**config.mk**
```make
export PLATFORM = sky130hd
export DESIGN_NAME = smem_blit_ctrl
export DESIGN_NICKNAME = d
export VERILOG_FILES = /design/src/rtl/smem_blit_ctrl.sv
export SDC_FILE = /design/constraint.sdc
export NUM_CORES = 1
export LEC_CHECK = 0
export BUFFER_PORTS_ARGS = -buffer_cell sky130_fd_sc_hd__clkbuf_2
export CORE_ASPECT_RATIO = 0.5
export CORE_MARGIN = 1.5
export CORE_UTILIZATION = 52
export CTS_CLUSTER_SIZE = 20
export DETAILED_ROUTE_END_ITERATION = 10
export PLACE_DENSITY = 0.8
export SLEW_MARGIN = 20
export SYNTH_ARGS = -nofsm -noshare
export SYNTH_HDL_FRONTEND = slang
export SYNTH_SLANG_ARGS = --single-unit
```
**constraint.sdc**
```tcl
create_clock -name clk -period 2.3 [get_ports clk]
set_input_delay 0.345 -clock clk [delete_from_list [all_inputs] [get_ports clk]]
set_output_delay 0.345 -clock clk [all_outputs]
set_load 0.03 [all_outputs]
```
**src/rtl/smem_blit_ctrl.sv**
```systemverilog
// rtl/smem_blit_ctrl.sv - screen memory port mux with fill/scroll blit engine
// CPU accesses always own the port; the engine advances only on cycles without cpu_sel.
module smem_blit_ctrl #(
  parameter int Nloc  = 1200,
  parameter int Ncols = 40,
  parameter int Dbits = 4,
  localparam int Aw   = $clog2(Nloc)
) (
  input  logic             clk,
  input  logic             reset,
  input  logic             cpu_sel,
  input  logic             cpu_wr,
  input  logic [Aw-1:0]    cpu_addr,
  input  logic [Dbits-1:0] cpu_wdata,
  output logic [Dbits-1:0] cpu_rdata,
  input  logic             cmd_valid,
  input  logic [1:0]       cmd_op,
  input  logic [Dbits-1:0] cmd_data,
  output logic             cmd_ready,
  output logic             busy,
  output logic             done,
  output logic             smem_wr,
  output logic [Aw-1:0]    smem_addr,
  output logic [Dbits-1:0] smem_wdata,
  input  logic [Dbits-1:0] smem_rdata
);

  typedef enum logic [2:0] {
    S_IDLE,
    S_FILL,
    S_SCR_RD,
    S_SCR_WR,
    S_SCR_FILL,
    S_DONE
  } state_t;

  localparam logic [Aw-1:0] LAST_CELL   = Aw'(Nloc - 1);
  localparam logic [Aw-1:0] LAST_MOVED  = Aw'(Nloc - Ncols - 1);
  localparam logic [Aw-1:0] FIRST_BLANK = Aw'(Nloc - Ncols);
  localparam logic [Aw-1:0] ROW_STEP    = Aw'(Ncols);

  state_t           state, state_n;
  logic [Aw-1:0]    a, a_n;
  logic [Dbits-1:0] cap, cap_n;
  logic [Dbits-1:0] fill_char, fill_char_n;

  logic             eng_wr;
  logic [Aw-1:0]    eng_addr;
  logic [Dbits-1:0] eng_wdata;
  logic             advance;

  // IDLE and DONE never touch the port, so only the memory-walking states stall.
  assign advance = !cpu_sel || (state == S_IDLE) || (state == S_DONE);

  always_ff @(posedge clk or posedge reset) begin
    if (reset) begin
      state     <= S_IDLE;
      a         <= '0;
      cap       <= '0;
      fill_char <= '0;
    end else if (advance) begin
      state     <= state_n;
      a         <= a_n;
      cap       <= cap_n;
      fill_char <= fill_char_n;
    end
  end

  always_comb begin
    state_n     = state;
    a_n         = a;
    cap_n       = cap;
    fill_char_n = fill_char;
    eng_wr      = 1'b0;
    eng_addr    = '0;
    eng_wdata   = '0;
    cmd_ready   = 1'b0;
    busy        = 1'b0;
    done        = 1'b0;
    case (state)
      S_IDLE: begin
        cmd_ready = 1'b1;
        if (cmd_valid) begin
          fill_char_n = cmd_data;
          a_n         = '0;
          case (cmd_op)
            2'b00:   state_n = S_FILL;
            2'b01:   state_n = S_SCR_RD;
            default: state_n = S_DONE;
          endcase
        end
      end
      S_FILL, S_SCR_FILL: begin
        busy      = 1'b1;
        eng_wr    = 1'b1;
        eng_addr  = a;
        eng_wdata = fill_char;
        if (a == LAST_CELL) begin
          state_n = S_DONE;
        end else begin
          a_n = a + 1'b1;
        end
      end
      S_SCR_RD: begin
        busy     = 1'b1;
        eng_addr = a + ROW_STEP;
        cap_n    = smem_rdata;
        state_n  = S_SCR_WR;
      end
      S_SCR_WR: begin
        busy      = 1'b1;
        eng_wr    = 1'b1;
        eng_addr  = a;
        eng_wdata = cap;
        if (a == LAST_MOVED) begin
          a_n     = FIRST_BLANK;
          state_n = S_SCR_FILL;
        end else begin
          a_n     = a + 1'b1;
          state_n = S_SCR_RD;
        end
      end
      S_DONE: begin
        done    = 1'b1;
        state_n = S_IDLE;
      end
      default: state_n = S_IDLE;
    endcase
  end

  assign smem_addr  = cpu_sel ? cpu_addr  : eng_addr;
  assign smem_wr    = cpu_sel ? cpu_wr    : eng_wr;
  assign smem_wdata = cpu_sel ? cpu_wdata : eng_wdata;
  assign cpu_rdata  = smem_rdata;

endmodule
```
* Yosys cells after proc, flatten, opt, wreduce, memory -nomap -nowiden
Index checks and enable logic that the tools add are counted. W data, S select, Z words.
Word-level totals: bits in registers 22, latch bits 0, RAM bits 0, memory bits (read-only) 0, bits of input ports 30, output and inout port bits 23, logic and storage cells 48, memories 0
Operators by class: add/sub/neg operators 2, multipliers 0, divide/modulo/power cells 0, order comparisons 0, equal/unequal tests 11, shift operators 0, multiplexer cells 18, bitwise logic cells 0, reduce and logical (&&, ||, !) cells 13
Operator list (count):
- $mux W11 | 4
- $pmux W11 S3 | 1
- $eq A11 B11 Y1 const B | 2
- $pmux W11 S2 | 1
- $pmux W3 S4 | 1
- $add A11 B1 Y11 const B | 1
- $add A11 B6 Y11 const B | 1
- $mux W3 | 3
- $pmux W4 S2 | 1
- $eq A3 B2 Y1 const B | 2
- $eq A3 B3 Y1 const B | 2
- $ne A2 B2 Y1 const B | 3
- $pmux W3 S2 | 1
- $reduce_and A3 Y1 | 2
- $mux W1 | 5
- $mux W4 | 1
- $reduce_and A4 Y1 | 1
- $reduce_or A4 Y1 | 1
- $eq A3 B1 Y1 const B | 1
- $logic_not A3 Y1 | 1
- $reduce_bool A3 Y1 | 1
- $reduce_or A3 Y1 | 1
- $eq A2 B1 Y1 const B | 1
- $logic_not A2 Y1 | 1
- 4 further kinds | 5

* Longest topological paths before layout
depth after elaboration 4, gate-level depth with buffers 7

* Least setup slack after synthesis
No wires, ideal clock.
kind reg-to-output, from register state[2], to output smem_addr[0], arrival 2.196 ns, path slack -0.241 ns, cell stages (with the launch flop) 6, path buffers 2, cells stage by stage dfrtp_1 -> clkbuf_1 -> clkbuf_1 -> xnor2_1 -> nand2_1 -> o21ai_0
On the way: longest elaborated chain between the ends 4, elaborated cells between the ends (all ways) 7
RTL lines:
- from (decl) | RTL line 42 | state_t state, state_n;
- from (signal assigned) | RTL line 62 | state <= state_n;
- $eq A3 B2 Y1, or another cell as far along | RTL line 80 | case (state)
- $reduce_or A3 Y1 (no source line)
- $pmux W11 S2 * | RTL line 80
- $mux W11 * | RTL line 131 | assign smem_addr = cpu_sel ? cpu_addr : eng_addr;
- to (decl) | RTL line 23 | output logic [Aw-1:0] smem_addr,
Mark *: on every way between the ends. The rest lies on a longest branch, timed or not.

* Worst setup path after layout
from register state[2], to output smem_addr[9]
Same word-level chain as after synthesis.

==> run summary <==
DRT iter0 DRCs = 169
critical path arrival = 2.00 ns
nets = 314
Max Cap Violations = 0
clock buffer depth = 2
most common cell after layout, fill and taps aside = clkbuf_2
Tot Pwr = 2.592 mW
final hold violation count = 0
Setup Crit Path Kind = register to primary output
Post-Syn Nets = 250
Top FF cell, synth = dfrtp_1
max-slew violation count = 0
GRT Util Overall = 26.10%
CTS clock-pin slew for the worst setup and hold paths = 0.08 ns
Post-DP HPWL = 3590 µm
Clock Sinks = 22
Syn Inst Count = 217
WHS = 0.2288 ns
count of final setup violators = 2
vias in the first global route = 1,731
Routed Antenna Nets = 0
Final WS setup = -0.04041 ns
synthesized flop and latch total = 22
Post-synth ARST share = 100.0%
Req. time, crit path = 1.96 ns
cts bufs inserted = 3
worst clock skew = 0.003036 ns
Worst Tran Pin Value = 0.8775 ns
Root Buffer = clkbuf_8
Hold Crit Class = input port to asynchronous set/reset pin
Filler Cell Count = 235
Crit path depth = 8
r2r setup slk = 0.10 ns
slowest cell on the critical path = dfrtp_1
drt via density = 6.178
share of layout cells above drive strength 1 = 38.93%
Pre-antenna DRT Iters = 8
VDD IR-drop max = 0.5608 mV
dpl ws = 0.06470 ns
Slew Limit Headroom = 41.44%
CP dominant cell by count = buf_4
Die Ht = 44.32 µm
initial antenna violation count = 0
Layout Utilization = 74.12%
mean area per synthesized cell = 8.182 µm²
Post-synth EDFFs = 0
Die W = 85.64 µm
minimum clock period = 2.340 ns
DRC viols = 4
I/O pin cnt = 53
critical path's top delay family = buffers and inverters
via count = 1,977
P_leak = 1.101 nW
Mapped Area = 0.001775 mm²
R2R cell count = 5
CTS tree = done
htree depth = 1
hold buffers post-CTS = 0
Critical Path Max Stage Delay = 0.39 ns
Storage cell area = 551.8 µm²
f_max = 427.3 MHz
CP Cell Sequence = buf_4 > buf_4 > nor4b_4 > buf_4 > nand2_1 > nor3_2 > a221o_1 > clkbuf_8
starting density of the core = 56.94%
global route overflow = 0
Cell Rows = 14
most frequent cells in the layout = 47 x clkbuf_2, 36 x nand2_1, 27 x buf_4
area of the core = 0.003118 mm²
status = complete, but fails checks
Synth Warn # = 0
period utilisation layout = 101.8%
count of different cell masters after synthesis = 54
Routed WL = 5012 µm
latest clock arrival within the worst-skew pair = 0.27 ns
RSZ-0062 raised after global routing = true
Antenna Cells = 0
routed len/inst = 15.66 µm
Seq/Total Area, Yosys = 31.01%
largest net degree at the start of global routing = 31
Area Growth Syn to Fin = 30.16%
Setup crit end kind = primary output
Power Density = 1122 mW/mm²
area occupied by multi-input gates = 0.001136 mm²
first-pass GRT wire length = 7741 µm
crit start category = register
worst-path maximum fanout = 12
Port Buffers = 52
Final GP Congestion = 0.8847
die area = 0.003795 mm²
WP buf/inv = 4
failing checks = DRC, setup timing
## path summary, 6_finish.rpt
check	from	endpoint
setup / recovery	state[2]$_DFFE_PP0P_	smem_addr[9]
max in group asynchronous	reset	a[3]$_DFFE_PP0P_
hold reg to reg	cap[2]$_DFFE_PP0P_	cap[2]$_DFFE_PP0P_
min in group clk	smem_rdata[3]	cap[3]$_DFFE_PP0P_
hold / removal	reset	fill_char[1]$_DFFE_PP0P_
setup reg to reg	a[8]$_DFFE_PP0P_	a[8]$_DFFE_PP0P_
## report_power, final
group / total, mW / internal (mW) / switching [mW] / leakage, nW
clock network: 0.286 / 0.153 / 0.133 / 0.0288
logic: 1.70 / 0.696 / 1.00 / 0.787
registers: 0.606 / 0.509 / 0.0969 / 0.285
## stage by stage
step                cells  instance area [µm²]   TNS, ns
floorplan             217                 1784         0
global placement      311                 2163         0
detailed placement    311                 2163         0
CTS                   318                 2267         0
finish                320                 2311  -0.06764
global route          320                 2311   -0.4316
## Yosys cell counts, types with 3 or more instances
master    instances  area (µm²)
o31ai_1           4       30.03
nor2b_1           6       37.54
mux2_2            5       56.30
a221o_1           6       60.06
a211o_1           5       43.79
nor2_1           17       63.81
nor4_1            4       25.02
clkbuf_1         14       52.55
a21oi_1           6       30.03
nand2_1          36       135.1
a32o_1            6       60.06
a22oi_1           5       37.54
nor3_1            8       40.04
o21ai_0          15       75.07
inv_1             4       15.01
dfrtp_1          22       550.5
buf_4             4       30.03
ha_1              3       37.54
## state kept, by name, indices dropped and copies added, names as in the netlist
name,cells
cap,4
state,3
fill_char,4
a,11
## cell families (layout without fill, tap and decap cells)
family	Yosys count	after routing	synth area share (%)
XOR/XNOR	1	1	0.4934
AND/OR/NAND/NOR	95	95	28.33
multiplexers	6	6	3.735
AO/OA/AOI/OAI	65	65	26.92
buffers and inverters	25	88	7.399
flip-flops	22	22	31.01
adder cells (fa/ha/maj)	3	3	2.114
## repair_timing
action	4_1_cts	5_1_grt
setup buffers	3	2
gates resized for setup	9	10
setup endpoints to repair	6	14
pin swaps	0	0
## layout make-up
cell class	instances	share of cell area, %
multi-input combinational	170	49.16
sequential	22	23.88
inverter	4	0.6497
clock buffer	4	2.382
tap	40	2.166
timing repair buffer	80	21.76
## metal layers
layer | vias to the layer above | GRT usage, % | wire length, µm
li1 | 927 | - | -
met3 | 10 | 5.784 | 347
met4 | 0 | 6.129 | 53
met2 | 81 | 45.51 | 2423
met1 | 959 | 34.00 | 2186
met5 | - | 0 | 0
Power figures use the tool's default switching activity.
